==> src/rtl/series_ctrl_pkg.sv <==
// Shared types and defaults for the series-evaluation controller.
package series_ctrl_pkg;

   typedef enum logic [2:0] {
      IDLE,
      WAITREL,
      LOAD,
      ADD,
      MULX,
      MULC,
      DONE
   } state_t;

   localparam int unsigned MAX_TERMS_DEF = 16;
   localparam int unsigned CNT_W_DEF     = 5;

endpackage

==> src/rtl/series_controller_term_counter.sv <==
// Term counter: synchronous clear/increment with a terminal flag at MAX_TERMS.
module term_counter
   import series_ctrl_pkg::*;
#(
   parameter int unsigned MAX_TERMS = MAX_TERMS_DEF,
   parameter int unsigned CNT_W     = CNT_W_DEF
) (
   input  logic             clk,
   input  logic             rst,
   input  logic             clr,
   input  logic             inc,
   output logic [CNT_W-1:0] count,
   output logic             at_max
);

   always_ff @(posedge clk) begin
      if (rst || clr) begin
         count <= '0;
      end else if (inc && !at_max) begin
         count <= count + 1'b1;
      end
   end

   assign at_max = (count == CNT_W'(MAX_TERMS));

endmodule

==> src/rtl/series_controller.sv <==
// Control FSM for the series-evaluation datapath (LOAD, then ADD/MULX/MULC per term).
// Optional limit_hit status port enabled by defining SERIES_LIMIT_FLAG_EN.
module series_controller
   import series_ctrl_pkg::*;
#(
   parameter int unsigned MAX_TERMS = MAX_TERMS_DEF,
   parameter int unsigned CNT_W     = CNT_W_DEF
) (
   input  logic clk,
   input  logic rst,
   input  logic start,
   input  logic gt,
   output logic ldx,
   output logic ldy,
   output logic ldr,
   output logic ldt,
   output logic ldadr,
   output logic initr,
   output logic initt,
   output logic zadr,
   output logic xmult,
   output logic coeffmult,
   output logic ready,
   output logic busy,
   output logic done
`ifdef SERIES_LIMIT_FLAG_EN
  ,output logic limit_hit
`endif
);

   state_t           state_q, state_d;
   logic [CNT_W-1:0] count;
   logic             at_max;
   logic             cnt_clr;
   logic             cnt_inc;
   logic             add_exit;

   term_counter #(
      .MAX_TERMS (MAX_TERMS),
      .CNT_W     (CNT_W)
   ) u_term_counter (
      .clk    (clk),
      .rst    (rst),
      .clr    (cnt_clr),
      .inc    (cnt_inc),
      .count  (count),
      .at_max (at_max)
   );

   always_ff @(posedge clk) begin
      if (rst) begin
         state_q <= IDLE;
      end else begin
         state_q <= state_d;
      end
   end

   // ADD terminates on threshold reached or term budget exhausted
   assign add_exit = gt || at_max;
   assign cnt_clr  = (state_q == LOAD);
   assign cnt_inc  = (state_q == ADD) && !add_exit;

   always_comb begin
      state_d   = state_q;
      ldx       = 1'b0;
      ldy       = 1'b0;
      ldr       = 1'b0;
      ldt       = 1'b0;
      ldadr     = 1'b0;
      initr     = 1'b0;
      initt     = 1'b0;
      zadr      = 1'b0;
      xmult     = 1'b0;
      coeffmult = 1'b0;
      ready     = 1'b0;
      busy      = 1'b0;
      done      = 1'b0;
      unique case (state_q)
         IDLE: begin
            ready = 1'b1;
            if (start) state_d = WAITREL;
         end
         WAITREL: begin
            busy = 1'b1;
            if (!start) state_d = LOAD;
         end
         LOAD: begin
            busy    = 1'b1;
            ldx     = 1'b1;
            ldy     = 1'b1;
            initr   = 1'b1;
            initt   = 1'b1;
            zadr    = 1'b1;
            state_d = ADD;
         end
         ADD: begin
            busy = 1'b1;
            if (add_exit) begin
               state_d = DONE;
            end else begin
               ldr     = 1'b1;
               state_d = MULX;
            end
         end
         MULX: begin
            busy    = 1'b1;
            xmult   = 1'b1;
            ldt     = 1'b1;
            state_d = MULC;
         end
         MULC: begin
            busy      = 1'b1;
            coeffmult = 1'b1;
            ldt       = 1'b1;
            ldadr     = 1'b1;
            state_d   = ADD;
         end
         DONE: begin
            done    = 1'b1;
            state_d = IDLE;
         end
         default: state_d = IDLE;
      endcase
   end

`ifdef SERIES_LIMIT_FLAG_EN
   always_ff @(posedge clk) begin
      if (rst || state_q == LOAD) begin
         limit_hit <= 1'b0;
      end else if (state_q == ADD && at_max && !gt) begin
         limit_hit <= 1'b1;
      end
   end
`endif

endmodule

==> config.mk <==
export PLATFORM = sky130hd
export DESIGN_NAME = series_controller
export DESIGN_NICKNAME = d
export VERILOG_FILES = /design/src/rtl/series_ctrl_pkg.sv /design/src/rtl/series_controller_term_counter.sv /design/src/rtl/series_controller.sv
export SDC_FILE = /design/constraint.sdc
export NUM_CORES = 1
export LEC_CHECK = 0
export ABC_AREA = 1
export CORE_MARGIN = 1.5
export CORE_UTILIZATION = 45
export CTS_CLUSTER_SIZE = 14
export DETAILED_ROUTE_END_ITERATION = 8
export PLACE_DENSITY = 0.76
export SLEW_MARGIN = 10
export SYNTH_ARGS = -nofsm -noshare
export SYNTH_HDL_FRONTEND = slang
export SYNTH_SLANG_ARGS = --single-unit
==> constraint.sdc <==
create_clock -name clk -period 1.6 [get_ports clk]
set_input_delay 0.16 -clock clk [delete_from_list [all_inputs] [get_ports clk]]
set_output_delay 0.16 -clock clk [all_outputs]
set_load 0.01 [all_outputs]
==> metrics.md <==
| Metric | Value |
|---|---|
| Leak | 0.4113 nW |
| Final wirelength | 1.262 mm |
| Worst setup EP type | output port |
| First-pass GRT wire length | 1.973 mm |
| Min Clock Period, post-route | 1.555 ns |
| Cell row count | 13 |
| Worst path slowest cell | clkdlybuf4s50_1 |
| Final period util | 97.19% |
| Drt initial violations | 11 |
| Synth-to-Final Area Change | 34.65% |
| Ant diodes | 0 |
| Commonest non-fill, non-tap cell in the layout | nand2_1 |
| GRT Total Usage | 19.41% |
| Ports | 17 |
| WP data required | 1.44 ns |
| Vias | 588 |
| Worst-skew pair later-pin latency | 0.26 ns |
| CP startpoint kind | flip-flop |
| Die height | 39.61 um |
| Crit Path Class | flip-flop to output port |
| Gp weighted congestion | 0.8726 |
| Syn. warnings | 0 |
| Max-Slew Margin vs Limit | 76.00% |
| #FFs+latches synth | 8 |
| WL per Instance | 10.43 um |
| Commonest cells after routing, fill and taps aside | nand2_1, dlygate4sd2_1, buf_4 |
| Final #Nets | 116 |
| FILL cells | 104 |
| Hold WC Path Type | flip-flop to flip-flop |
| Mean Syn Cell Area | 7.180 um2 |
| Core Util, Final | 64.00% |
| Vias in the first global route | 472 |
| CTS tree | done |
| Fin. Hold Viols | 0 |
| VDD IR max | 0.0003498 V |
| Clock net sink count | 8 |
| Worst Max-Slew Pin Slew | 0.3595 ns |
| Worst endpoint data arrival time | 1.40 ns |
| Pre-Repair DR Iteration Count | 3 |
| Htree depth | 1 |
| Post-route ant nets | 0 |
| Remaining Overflow, GRT | 0 |
| Seq/Total Area, Yosys | 26.56% |
| Pins Over Slew Limit | 0 |
| Post-Syn Nets | 92 |
| Crit-path max FO | 3 |
| Synth Cell Area | 603.1 um2 |
| Cts bufs inserted | 3 |
| Final Setup Violations | 0 |
| Share of layout cells above drive strength 1 | 28.30% |
| RSZ-0062 raised after global routing | no |
| Clk_skew | 0.003535 ns |
| HPWL Detailed | 992.9 um |
| Die area | 1569 um2 |
| Initial Util | 47.53% |
| Status | finished, final reports clean |
| Root Buffer Master | clkbuf_4 |
| Die W | 39.61 um |
| Synth unique cells | 21 |
| Via density | 4.860 |
| Cells after Synth | 84 |
| PwrDens | 685.1 nW/um2 |
| Port bufs | 16 |
| Post-route setup slack | 0.04496 ns |
| Max-cap viol count | 0 |
| CTS Hold Bufs | 0 |
| FMAX | 643.1 MHz |
| Core area | 1269 um2 |
| Critical Path Max Stage Delay | 0.47 ns |
| CTS clk-pin slew, worst paths | 0.06 ns |
| Largest net degree at the start of global routing | 9 |
| Drt drc | 0 |
| Clock Path Buffers | 2 |
| Initial antenna violation count | 0 |
| CP cell instances | inv_2 > ha_1 > clkdlybuf4s50_1 |
| Pre-CTS WS | -0.009128 ns |
==> worst paths after layout <==
kind / start / endpoint / slack (ns) / cells after the start
max: state_q[1] / ldt / 0.04 / 3
min: u_term_counter.count[4] / u_term_counter.count[4] / 0.53 / 2
max reg2reg: state_q[0] / u_term_counter.count[1] / 0.24 / 6
min reg2reg: u_term_counter.count[4] / u_term_counter.count[4] / 0.53 / 2
==> critical path, delay by kind of cell (launching register included) <==
| kind | cells | cell delay (ns) |
|---|---|---|
| flip-flops | 1 | 0.39 |
| adder cells (fa/ha/maj) | 1 | 0.19 |
| buffers and inverters | 2 | 0.55 |
==> logic make-up (layout without fill, tap and decap cells) <==
logic type               count (synthesis)  count (layout)  share of synthesized area (%)
AND/OR/NAND/NOR                         42              42                          35.68
buffers and inverters                   19              41                          16.18
AO/OA/AOI/OAI                           10              10                          11.82
flip-flops                               8               8                          26.56
adder cells (fa/ha/maj)                  4               4                          8.299
XOR/XNOR                                 1               1                          1.453
==> metrics by stage <==
step | setup TNS (ns) | instances | cell area [um2] | hold slack [ns] | total power (W)
6_report | 0 | 121 | 812.0 | 0.5266 | 0.0005564
3_3_place_gp | 0 | 118 | 804.5 | 0.5079 | 0.0004111
3_5_place_dp | -0.009128 | 118 | 804.5 | 0.5217 | 0.0004148
4_1_cts | -0.006425 | 121 | 820.8 | 0.5286 | 0.0005624
2_1_floorplan | 0 | 84 | 603.1 | 0.3182 | 0.0003333
5_1_grt | 0 | 121 | 812.0 | 0.5494 | 0.0005909
==> power by group <==
| part | switching [W] | leakage (nW) | total (W) | internal [W] |
|---|---|---|---|---|
| sequential | 0.0000180 | 0.0654 | 0.000227 | 0.000209 |
| combinational | 0.0000878 | 0.332 | 0.000166 | 0.0000782 |
| clock | 0.0000773 | 0.0138 | 0.000164 | 0.0000864 |
==> cells in the mapped netlist <==
master / n / area share, %
nand2_1: 22 / 14
or2_4: 1 / 1.5
ha_1: 4 / 8.3
nor2_4: 1 / 1.9
dfxtp_1: 8 / 27
a21oi_1: 3 / 2.5
xor2_1: 1 / 1.5
nand4_1: 2 / 2.1
nand2_2: 2 / 2.1
o21ai_0: 1 / 0.83
nand3b_1: 1 / 1.2
nor3_1: 2 / 1.7
buf_4: 7 / 8.7
nor3_2: 1 / 1.7
inv_1: 10 / 6.2
nand3_1: 5 / 4.1
nor2_8: 1 / 3.3
a21oi_2: 5 / 7.3
inv_2: 2 / 1.2
o21a_1: 1 / 1.2
nor2_1: 4 / 2.5
==> state kept, by name (all words and copies together) (netlist names) <==
name,flops
state_q,3
u_term_counter.count,5
==> repair_timing <==
action | CTS | global route
endpoints found under the hold margin | 0 | 0
setup endpoints to repair | 13 | 3
buffers inserted | 0 | 0
gates cloned | 0 | 0
resized for setup | 15 | 5
==> layer usage <==
| metal | vias to the layer above | track usage [%] | part of all wire, % |
|---|---|---|---|
| met5 | - | 0 | 0 |
| met4 | 0 | 12.93 | 2.9 |
| met3 | 5 | 3.409 | 2.8 |
| met2 | 10 | 29.10 | 46 |
| met1 | 264 | 24.83 | 48 |
| li1 | 309 | - | - |
==> final cells by class <==
type                       count  area (um2)  share of cell area [%]
tap                           15       18.77                   2.311
timing repair buffer          26       212.7                   26.19
sequential                     8       161.4                   19.88
clock buffer                   3       22.52                   2.773
inverter                      12       45.04                   5.547
multi-input combinational     57       351.6                   43.30
(Power assumes the default switching activity.)
